==> config.mk <==
export PLATFORM = sky130hd
export DESIGN_NAME = stack_upstream_collector
export DESIGN_NICKNAME = d
export VERILOG_FILES = /design/src/rtl/stack_upstream_collector.sv
export SDC_FILE = /design/constraint.sdc
export NUM_CORES = 1
export LEC_CHECK = 0
export ABC_AREA = 1
export BUFFER_PORTS_ARGS = -buffer_cell sky130_fd_sc_hd__buf_2
export CAP_MARGIN = 40
export CORE_UTILIZATION = 35
export DETAILED_ROUTE_END_ITERATION = 6
export SYNTH_ARGS = -nofsm -noshare
export SYNTH_HDL_FRONTEND = slang
export SYNTH_SLANG_ARGS = --single-unit
==> constraint.sdc <==
create_clock -name clk -period 7.15 [get_ports clk]
set_input_delay 1.0725 -clock clk [delete_from_list [all_inputs] [get_ports clk]]
set_output_delay 1.0725 -clock clk [all_outputs]
set_load 0.02 [all_outputs]
==> src/rtl/stack_upstream_collector.sv <==
// ---------------------------------------------------------------------------
// stack_upstream_collector
//   Stack-side receiver for the PE upstream interface. NUM_PE PE ports are
//   arbitrated round-robin at packet granularity, so packets never interleave.
//   Accepted beats are buffered in a small FIFO that drives the single stack
//   upstream bus toward the stack/manager.
//
// Ports
//   clk, reset_poweron            clock, async active-high reset
//   pe__stu__valid/cntl/type/
//     data/oob_data               per-PE beat, PE i at [i*W +: W]
//   stu__pe__ready                per-PE ready (one-hot or zero, combinational)
//   stu__sys__valid/cntl/type/
//     data/oob_data/src_pe        output beat taken from the FIFO head
//   sys__stu__ready               downstream ready
//   stu__sys__proto_err           sticky protocol error
//
// Build option
//   STU_PROTOCOL_CHECK_EN : when defined, dropped stray beats and packet
//   restarts set stu__sys__proto_err; otherwise it is tied 0.
// ---------------------------------------------------------------------------
module stack_upstream_collector #(
    parameter int unsigned NUM_PE     = 4,
    parameter int unsigned CNTL_W     = 2,
    parameter int unsigned TYPE_W     = 2,
    parameter int unsigned DATA_W     = 64,
    parameter int unsigned OOB_W      = 32,
    parameter int unsigned FIFO_DEPTH = 4,
    localparam int unsigned PE_W      = $clog2(NUM_PE)
) (
    input  logic                       clk,
    input  logic                       reset_poweron,
    input  logic [NUM_PE-1:0]          pe__stu__valid,
    input  logic [NUM_PE*CNTL_W-1:0]   pe__stu__cntl,
    input  logic [NUM_PE*TYPE_W-1:0]   pe__stu__type,
    input  logic [NUM_PE*DATA_W-1:0]   pe__stu__data,
    input  logic [NUM_PE*OOB_W-1:0]    pe__stu__oob_data,
    output logic [NUM_PE-1:0]          stu__pe__ready,
    output logic                       stu__sys__valid,
    output logic [CNTL_W-1:0]          stu__sys__cntl,
    output logic [TYPE_W-1:0]          stu__sys__type,
    output logic [DATA_W-1:0]          stu__sys__data,
    output logic [OOB_W-1:0]           stu__sys__oob_data,
    output logic [PE_W-1:0]            stu__sys__src_pe,
    input  logic                       sys__stu__ready,
    output logic                       stu__sys__proto_err
);

    localparam int unsigned ADDR_W  = $clog2(FIFO_DEPTH);
    localparam int unsigned ENTRY_W = CNTL_W + TYPE_W + DATA_W + OOB_W + PE_W;

    localparam logic [CNTL_W-1:0] CNTL_MOM     = CNTL_W'(2'b00);
    localparam logic [CNTL_W-1:0] CNTL_SOM     = CNTL_W'(2'b01);
    localparam logic [CNTL_W-1:0] CNTL_EOM     = CNTL_W'(2'b10);
    localparam logic [CNTL_W-1:0] CNTL_SOM_EOM = CNTL_W'(2'b11);

    typedef enum logic {
        ST_IDLE   = 1'b0,
        ST_LOCKED = 1'b1
    } state_e;

    state_e              state_q, state_d;
    logic [PE_W-1:0]     owner_q, owner_d;
    logic [PE_W-1:0]     rr_q, rr_d;
    logic [PE_W-1:0]     grant;
    logic                grant_vld;
    logic [PE_W-1:0]     sel;
    logic [CNTL_W-1:0]   sel_cntl;
    logic                sel_ready;
    logic                accept;
    logic                push;
    logic                pop;
    logic                fifo_full;
    logic                fifo_empty;
    logic [ADDR_W:0]     wr_ptr_q, rd_ptr_q;
    logic [ENTRY_W-1:0]  mem_q [FIFO_DEPTH];
    logic [ENTRY_W-1:0]  wr_entry;
    logic [ENTRY_W-1:0]  head;

    // (base + k) mod NUM_PE for k in 1..NUM_PE
    function automatic logic [PE_W-1:0] wrap_add(input logic [PE_W-1:0] base,
                                                 input int unsigned k);
        int unsigned s;
        s = 32'(base) + k;
        if (s >= NUM_PE) s = s - NUM_PE;
        return PE_W'(s);
    endfunction

    // Round-robin search starting just after the last packet's PE
    always_comb begin
        grant     = '0;
        grant_vld = 1'b0;
        for (int unsigned k = 1; k <= NUM_PE; k++) begin
            if (!grant_vld && pe__stu__valid[wrap_add(rr_q, k)]) begin
                grant_vld = 1'b1;
                grant     = wrap_add(rr_q, k);
            end
        end
    end

    // While locked the owner is the only candidate
    assign sel      = (state_q == ST_LOCKED) ? owner_q : grant;
    assign sel_cntl = pe__stu__cntl[32'(sel)*CNTL_W +: CNTL_W];
    assign wr_entry = {sel_cntl,
                       pe__stu__type[32'(sel)*TYPE_W +: TYPE_W],
                       pe__stu__data[32'(sel)*DATA_W +: DATA_W],
                       pe__stu__oob_data[32'(sel)*OOB_W +: OOB_W],
                       sel};

    // Ready is gated by reset so nothing is accepted while reset is held
    assign sel_ready = !reset_poweron && !fifo_full &&
                       ((state_q == ST_LOCKED) || grant_vld);
    assign accept    = sel_ready && pe__stu__valid[sel];

    // Next-state, write enable and ready decode
    always_comb begin
        state_d        = state_q;
        owner_d        = owner_q;
        rr_d           = rr_q;
        push           = 1'b0;
        stu__pe__ready = '0;
        stu__pe__ready[sel] = sel_ready;
        unique case (state_q)
            ST_IDLE: begin
                if (accept) begin
                    rr_d = grant;
                    if (sel_cntl == CNTL_SOM) begin
                        state_d = ST_LOCKED;
                        owner_d = grant;
                        push    = 1'b1;
                    end else if (sel_cntl == CNTL_SOM_EOM) begin
                        push    = 1'b1;
                    end
                    // stray MOM/EOM: dropped, pointer still advances
                end
            end
            ST_LOCKED: begin
                if (accept) begin
                    push = 1'b1;
                    if (sel_cntl == CNTL_EOM || sel_cntl == CNTL_SOM_EOM) begin
                        state_d = ST_IDLE;
                        rr_d    = owner_q;
                    end
                end
            end
            default: state_d = ST_IDLE;
        endcase
    end

    // FSM state register
    always_ff @(posedge clk or posedge reset_poweron) begin
        if (reset_poweron) begin
            state_q <= ST_IDLE;
            owner_q <= '0;
            rr_q    <= PE_W'(NUM_PE - 1);
        end else begin
            state_q <= state_d;
            owner_q <= owner_d;
            rr_q    <= rr_d;
        end
    end

    // FIFO pointers carry an extra wrap bit to tell full from empty
    assign fifo_empty = (wr_ptr_q == rd_ptr_q);
    assign fifo_full  = ((wr_ptr_q ^ rd_ptr_q) == {1'b1, {ADDR_W{1'b0}}});
    assign pop        = !fifo_empty && sys__stu__ready;

    always_ff @(posedge clk or posedge reset_poweron) begin
        if (reset_poweron) begin
            wr_ptr_q <= '0;
            rd_ptr_q <= '0;
        end else begin
            if (push) wr_ptr_q <= wr_ptr_q + (ADDR_W+1)'(1);
            if (pop)  rd_ptr_q <= rd_ptr_q + (ADDR_W+1)'(1);
        end
    end

    // Storage array, no reset needed: read data is masked while empty
    always_ff @(posedge clk) begin
        if (push) mem_q[wr_ptr_q[ADDR_W-1:0]] <= wr_entry;
    end

    assign stu__sys__valid = !fifo_empty;
    assign head = fifo_empty ? '0 : mem_q[rd_ptr_q[ADDR_W-1:0]];
    assign {stu__sys__cntl, stu__sys__type, stu__sys__data,
            stu__sys__oob_data, stu__sys__src_pe} = head;

`ifdef STU_PROTOCOL_CHECK_EN
    logic err_event;
    logic proto_err_q;

    // Stray MOM/EOM while idle, or a restart from the owner while locked
    always_comb begin
        err_event = 1'b0;
        if (accept) begin
            if (state_q == ST_IDLE)
                err_event = (sel_cntl == CNTL_MOM) || (sel_cntl == CNTL_EOM);
            else
                err_event = (sel_cntl == CNTL_SOM) || (sel_cntl == CNTL_SOM_EOM);
        end
    end

    always_ff @(posedge clk or posedge reset_poweron) begin
        if (reset_poweron) proto_err_q <= 1'b0;
        else if (err_event) proto_err_q <= 1'b1;
    end

    assign stu__sys__proto_err = proto_err_q;
`else
    assign stu__sys__proto_err = 1'b0;
`endif

endmodule

==> flow_metrics.py, run 1 <==
metrics = {
    "placed_design": {
        "place_area_um2": 23200,
        "gp_congestion": 0.838,
        "place_hpwl_um": 44700,
        "portBuffers": 513,
        "pre_cts_slack_ps": 2480,
    },
    "worst_setup_path": {
        "arrival_ps": 3700,
        "cp_max_fo": 65,
        "start_kind": "register",
        "timing_worst_setup_path_type": "register to primary output",
        "rr_startpoint": "rr_q[0]",
        "rr_worst_depth": 17,
        "crit_chain": "inv_6 > buf_4 > buf_12 > nor2_1 > o32ai_1 > nand2_1 > inv_1 > buf_2",
        "cpMaxStageDelayCell": "dfrtp_4",
        "end_kind": "primary output",
        "r2r_slack_ps": 2950,
        "worst_r2r_endpoint": "mem_q[1][57]",
        "required_ps": 6080,
        "slowest_delay_ps": 710,
    },
    "clock_network": {
        "clk_path_buf_depth": 3,
        "cts_resized": 0,
        "clock_latency_ps": 570,
        "ctsRootBufferMaster": "clkbuf_16",
        "htreeDepth": 2,
        "cts_sinks": 419,
        "cts_hold_buffers": 0,
        "cts_setup_buffers": 0,
        "cts_inserted_buffers": 44,
        "cts_tree": "yes",
        "path_clk_slew_ps": 60,
    },
    "sta": {
        "final_max_slew_viol_count": 0,
        "hold_viol_final": 0,
        "layout_min_cycle_time_ps": 4770,
        "worst_clock_skew_ps": 17.5,
        "rsz0062_at_grt": "false",
        "finalSetupTns_ps": 0,
        "fin_crit_sh": 0.667,
        "fmax_ghz": 0.210,
        "worst_pin_slew_ps": 851,
        "fin_ws_ps": 2380,
        "final-setup-viol-count": 0,
        "slew_headroom": 0.431,
    },
    "synth": {
        "yosysTopAreaCell": "edfxtp_1",
        "yosysWarnings": 0,
        "synth_cells": 1856,
        "avgSynthCellArea_um2": 10.7,
        "synth.area.top_cells": "edfxtp_1 62%, nand3_1 7.3%, nor2_1 5.9%, o32ai_1 4.5%, nand2_1 3.4%",
        "ys_ff_latch": 419,
        "syn-num-nets": 2268,
        "synth_seq_area_share": 0.629,
        "synth_area_um2": 19900,
        "synth_top_area_frac": 0.615,
        "yosysUniqueCellTypes": 38,
    },
    "detailed_routing": {
        "drc": 0,
        "routed-wl-met2_um": 30500,
        "top_layer": "met5",
        "wl_met3_um": 4470,
        "drtPass1Iterations": 6,
        "vias": 16200,
        "drt-met1-wl_um": 26200,
        "antenna_left": 0,
        "post_drt_via_cell_ratio": 5.24,
        "wl_um": 63500,
        "dr.first_iter.drc_count": 1122,
        "wl_per_cell_um": 20.5,
    },
    "finish": {
        "area_delta_synth_final_pct": 23.7,
        "stdcell_area_um2": 24600,
        "drive_above_1_share": 0.296,
        "nFillCells": 5355,
        "n_antenna_cell": 0,
        "fin_nets": 2719,
    },
    "die": {
        "io_pins": 515,
        "dieHeight_um": 241,
        "die-area_um2": 57900,
        "core_um2": 56300,
        "rows": 87,
        "die_width_um": 241,
        "initial_core_util": 0.354,
    },
    "grt": {
        "track_usage": 0.213,
        "grt_pass1_vias": 15600,
        "grt_pass1_wl_um": 91700,
        "overflow": 0,
        "antenna_found_initial": 2,
        "grt_max_degree": 93,
    },
    "worst_hold_path": {
        "holdPathStages": 2,
        "hold_class": "register to register",
        "min_from": "owner_q[1]",
        "holdPathEnd": "owner_q[1]",
    },
    "outcome": {
        "status": "finished, final reports clean",
    },
    "flow_run": {
        "drv_cap": 0,
    },
}
worst max-delay path by stage:
stage	depth (start not counted)	endpoint	slack (ps)	start
6_report	8	stu__sys__data[27]	2380	rd_ptr_q[0]
5_1_grt	8	stu__sys__oob_data[6]	2120	rd_ptr_q[0]
4_1_cts	8	stu__sys__oob_data[6]	2160	rd_ptr_q[0]
3_5_place_dp	15	mem_q[1][54]	2480	pe__stu__valid[3]
3_3_place_gp	17	mem_q[2][36]	2470	pe__stu__valid[3]
2_1_floorplan	15	mem_q[0][0]	60	pe__stu__valid[3]
through the flow:
step                 util  hold slack (ps)  std cells
finish              0.438              478       3097
global route        0.438              518       3097
CTS                 0.438              475       3097
detailed placement  0.412              463       3017
global placement    0.409              459       3006
floorplan               -              434       1856
cell families (layout without fill, tap and decap cells):
kind of cell	after synthesis	count (layout)	share of synthesized area
and+or+nand+nor	836	836	0.191
adders and majority gates	5	5	0.00314
xor gates and xnor gates	5	5	0.00220
AOI/OAI and AO/OA	307	307	0.114
DFF	419	419	0.629
buffers and inverters	283	768	0.0608
other	1	1	0.000188
cells in the mapped netlist (all sizes together):
library cell	number
nor2	320
a21oi	1
a22oi	98
clkbuf	72
conb	1
nand3b	1
o21ai	105
nand4	2
dfstp	2
ha	5
nand3	317
nand2	189
dfrtp	9
or2	2
xnor2	2
o32ai	102
nor3	5
edfxtp	408
xor2	3
buf	73
o21a	1
inv	138
worst max-delay path, delay by kind of cell (launching register included):
family	cells	cell delay, ps
and+or+nand+nor	2	210
buffers and inverters	5	1540
AOI/OAI and AO/OA	1	610
DFF	1	710
area by class of cell:
class / count / area [um2] / area share
Sequential cell: 419 / 12500 / 0.509
Multi-Input combinational cell: 1154 / 6220 / 0.253
Timing Repair Buffer: 550 / 2960 / 0.120
Clock buffer: 58 / 1200 / 0.0486
Tap cell: 756 / 946 / 0.0384
Inverter: 138 / 526 / 0.0213
Clock inverter: 22 / 244 / 0.00991
registers in the layout (all words and copies together), names as in the netlist:
name and cells:
mem_q 408, owner_q 2, rd_ptr_q 3, rr_q 2
state_q 1, wr_ptr_q 3
placed cells by master, fill, tap and decap left out, types with 6 or more instances in the layout:
cell and n:
clkinv_1 8, o21ai_0 102, clkbuf_16 46, nand2_2 6, nand3_1 292, a22oi_1 78
inv_2 6, nand2_1 178, nor2_4 8, dfrtp_1 7, clkinv_2 6, nand3_2 23
o32ai_1 102, inv_1 130, clkbuf_1 12, buf_2 517, edfxtp_1 408, buf_4 25
nor2_1 309, a22oi_2 20
per-layer routing:
layer | up-vias | track usage
met5 | - | 0
met4 | 2 | 0.0874
met3 | 99 | 0.0420
met2 | 655 | 0.362
met1 | 7886 | 0.263
li1 | 7599 | -
Power of run 1 is left out: the tool's default activity adds up to more than one toggle a clock period on the data nets, which glitch-free logic cannot reach.
==> run 2: changes to the inputs <==
--- a/config.mk
+++ b/config.mk
@@ -5,7 +5,7 @@
 export SDC_FILE = /design/constraint.sdc
 export NUM_CORES = 1
 export LEC_CHECK = 0
-export ABC_AREA = 1
+export ABC_AREA = 0
 export BUFFER_PORTS_ARGS = -buffer_cell sky130_fd_sc_hd__buf_2
 export CAP_MARGIN = 40
 export CORE_UTILIZATION = 35
==> constraint.sdc (replaced) <==
create_clock -name clk -period 4.07 [get_ports clk]
set_input_delay 0.6105 -clock clk [delete_from_list [all_inputs] [get_ports clk]]
set_output_delay 0.6105 -clock clk [all_outputs]
set_load 0.02 [all_outputs]
==> flow_metrics.py, run 2 <==
metrics = {
    "outcome": {
        "status": "finished, final reports clean",
    },
    "placed_design": {
        "pre_cts_slack_ps": 588,
        "place_hpwl_um": 40100,
        "gp_congestion": 0.950,
        "portBuffers": 513,
    },
    "die": {
        "rows": 85,
        "core_um2": 53900,
        "die_width_um": 236,
        "die-area_um2": 55700,
        "initial_core_util": 0.356,
        "io_pins": 515,
        "dieHeight_um": 236,
    },
    "synth": {
        "synthArstFlopShare": 0.0263,
        "synth.area.top_cells": "edfxtp_1 64%, mux4_2 12%, nand2_1 7.9%, and2_1 3.4%, and3_1 3.2%",
        "netlist_top_cells_count": "408 x edfxtp_1, 404 x nand2_1, 105 x and2_1",
        "syn-num-nets": 1817,
        "synth_top_area_frac": 0.639,
        "synth_cells": 1405,
        "synth-edff-count": 408,
        "yosysUniqueCellTypes": 43,
        "ys_ff_latch": 419,
        "avgSynthCellArea_um2": 13.6,
        "synth_flop_cell": "edfxtp_1",
        "yosysWarnings": 0,
        "synth_area_um2": 19200,
        "yosysMostFrequentCell": "edfxtp_1",
        "synth_seq_area_share": 0.654,
        "yosysTopAreaCell": "edfxtp_1",
    },
    "power": {
        "sw_frac_of_total": 0.416,
        "peakVddDrop_uv": 666,
        "power_leakage_nw": 9.40,
        "power_density_nw_per_um2": 948,
        "seq_power_share": 0.326,
        "switchingPower_mw": 9.47,
        "internal-power_mw": 13.3,
        "power.share.combinational": 0.506,
        "clkPwrFrac": 0.168,
    },
    "clock_network": {
        "clk_path_buf_depth": 3,
        "ctsRootBufferMaster": "clkbuf_16",
        "htreeDepth": 2,
        "cts_sinks": 419,
        "clock_latency_ps": 560,
        "cts_tree": "yes",
        "cts_resized": 0,
        "cts_inserted_buffers": 43,
        "cts_setup_buffers": 0,
        "cts_hold_buffers": 0,
        "path_clk_slew_ps": 60,
    },
    "worst_setup_path": {
        "start_kind": "register",
        "cpMaxStageDelayCell": "buf_4",
        "rr_startpoint": "rd_ptr_q[1]",
        "critPathTopFamily": "buffers and inverters",
        "arrival_ps": 2990,
        "crit_chain": "and3b_1 > or2_1 > o31a_2 > buf_4 > nand2_1 > nor2_1 > buf_2",
        "worst_r2r_endpoint": "mem_q[1][50]",
        "end_kind": "primary output",
        "rr_worst_depth": 7,
        "r2r_slack_ps": 880,
        "critPathBufInv": 2,
        "slowest_delay_ps": 670,
        "cp_max_fo": 81,
        "timing_worst_setup_path_type": "register to primary output",
        "required_ps": 3460,
    },
    "grt": {
        "track_usage": 0.202,
        "grt_max_degree": 117,
        "grt_pass1_vias": 13400,
        "antenna_found_initial": 7,
        "grt_pass1_wl_um": 83600,
        "overflow": 0,
    },
    "finish": {
        "area_delta_synth_final_pct": 25.4,
        "drive_above_1_share": 0.376,
        "layout_common_cells": "513 x buf_2, 408 x edfxtp_1, 403 x nand2_1, 103 x mux4_2, 102 x and2_1",
        "largest_register_ffs": 408,
        "fin_nets": 2297,
        "layout.cells.most_common": "buf_2",
    },
    "flow_run": {
        "drv_cap": 0,
    },
    "worst_hold_path": {
        "hold_class": "primary input to async pin",
    },
    "detailed_routing": {
        "wl_um": 57100,
        "post_drt_via_cell_ratio": 5.19,
        "drtPass1Iterations": 5,
        "vias": 13500,
        "wl_per_cell_um": 21.8,
        "drc": 0,
        "dr.first_iter.drc_count": 869,
        "antenna_left": 0,
    },
    "sta": {
        "slew_headroom": 0.387,
        "worst_pin_slew_ps": 919,
        "fin_crit_sh": 0.886,
        "finalSetupTns_ps": 0,
        "layout_min_cycle_time_ps": 3600,
        "hold_viol_final": 0,
        "fmax_ghz": 0.277,
        "worst_clock_skew_ps": 20.0,
        "fin_ws_ps": 465,
        "rsz0062_at_grt": "false",
        "final-setup-viol-count": 0,
        "final_max_slew_viol_count": 0,
    },
}
## run 2: cell types whose count changed in the layout (fill, tap and decap cells not counted), moves of 16 or more
cell,previous run,this run
nor2_1,309,10
nand3_1,292,4
nand2_1,178,403
inv_1,130,7
mux4_2,0,103
and2_1,0,102
o32ai_1,102,0
and3_1,0,99
o21ai_0,102,3
a31oi_1,0,98
a22oi_1,78,0
nand3_2,23,0
a22oi_2,20,0
buf_4,25,9
## run 2: cells by family after synthesis
logic type,synth area share
xor+xnor,0.00320
other cells,0.000196
compound gates,0.0392
fa+ha+maj,0.00326
mux,0.125
buf+inv,0.0228
flops,0.654
simple gates,0.153
## run 2: how the worst max path moves through the flow
stage	endpoint	cells after the start	start
6_report	stu__pe__ready[0]	7	rr_q[1]
5_1_grt	stu__pe__ready[1]	7	rr_q[1]
4_1_cts	stu__pe__ready[0]	7	rr_q[1]
3_5_place_dp	mem_q[0][15]	9	pe__stu__valid[0]
3_3_place_gp	mem_q[0][15]	9	pe__stu__valid[0]
2_1_floorplan	mem_q[3][0]	6	pe__stu__valid[0]
## run 2: area by class of cell
class	count	area, um2
clock buffer	56	1170
inverter	9	41.3
antenna	2	5.00
multi-input combinational	874	6270
tap	696	871
timing repair buffer	538	2960
fill	4869	29900
sequential	419	12500
clock inverter	18	185
## run 2: per-layer routing
metal,global-route usage,share of wire
met2,0.332,0.48
met1,0.268,0.42
met3,0.0378,0.064
met4,0.0675,0.027
met5,0,0.00016
## run 2: metrics by stage
stage | area (um2) | instances | util | hold WS (ps) | power [mW]
floorplan | 19200 | 1405 | - | 462 | 14.8
global placement | 22700 | 2536 | 0.421 | 474 | 19.0
detailed placement | 22700 | 2536 | 0.421 | 484 | 19.3
CTS | 24000 | 2610 | 0.446 | 68.3 | 23.1
global route | 24000 | 2612 | 0.446 | 120 | 24.1
finish | 24000 | 2612 | 0.446 | 82.9 | 22.8
## run 2: power groups by stage
| stage | clock network, mW | registers, mW | logic [mW] |
|---|---|---|---|
| after global routing | 4.07 | 7.52 | 12.5 |
| after global placement | 0 | 7.48 | 11.6 |
| final | 3.82 | 7.43 | 11.5 |
| after CTS | 3.92 | 7.45 | 11.8 |
| after floorplan | 0 | 7.39 | 7.36 |
| after detailed placement | 0 | 7.53 | 11.7 |
Note: power is estimated with default switching activity, not from simulation.
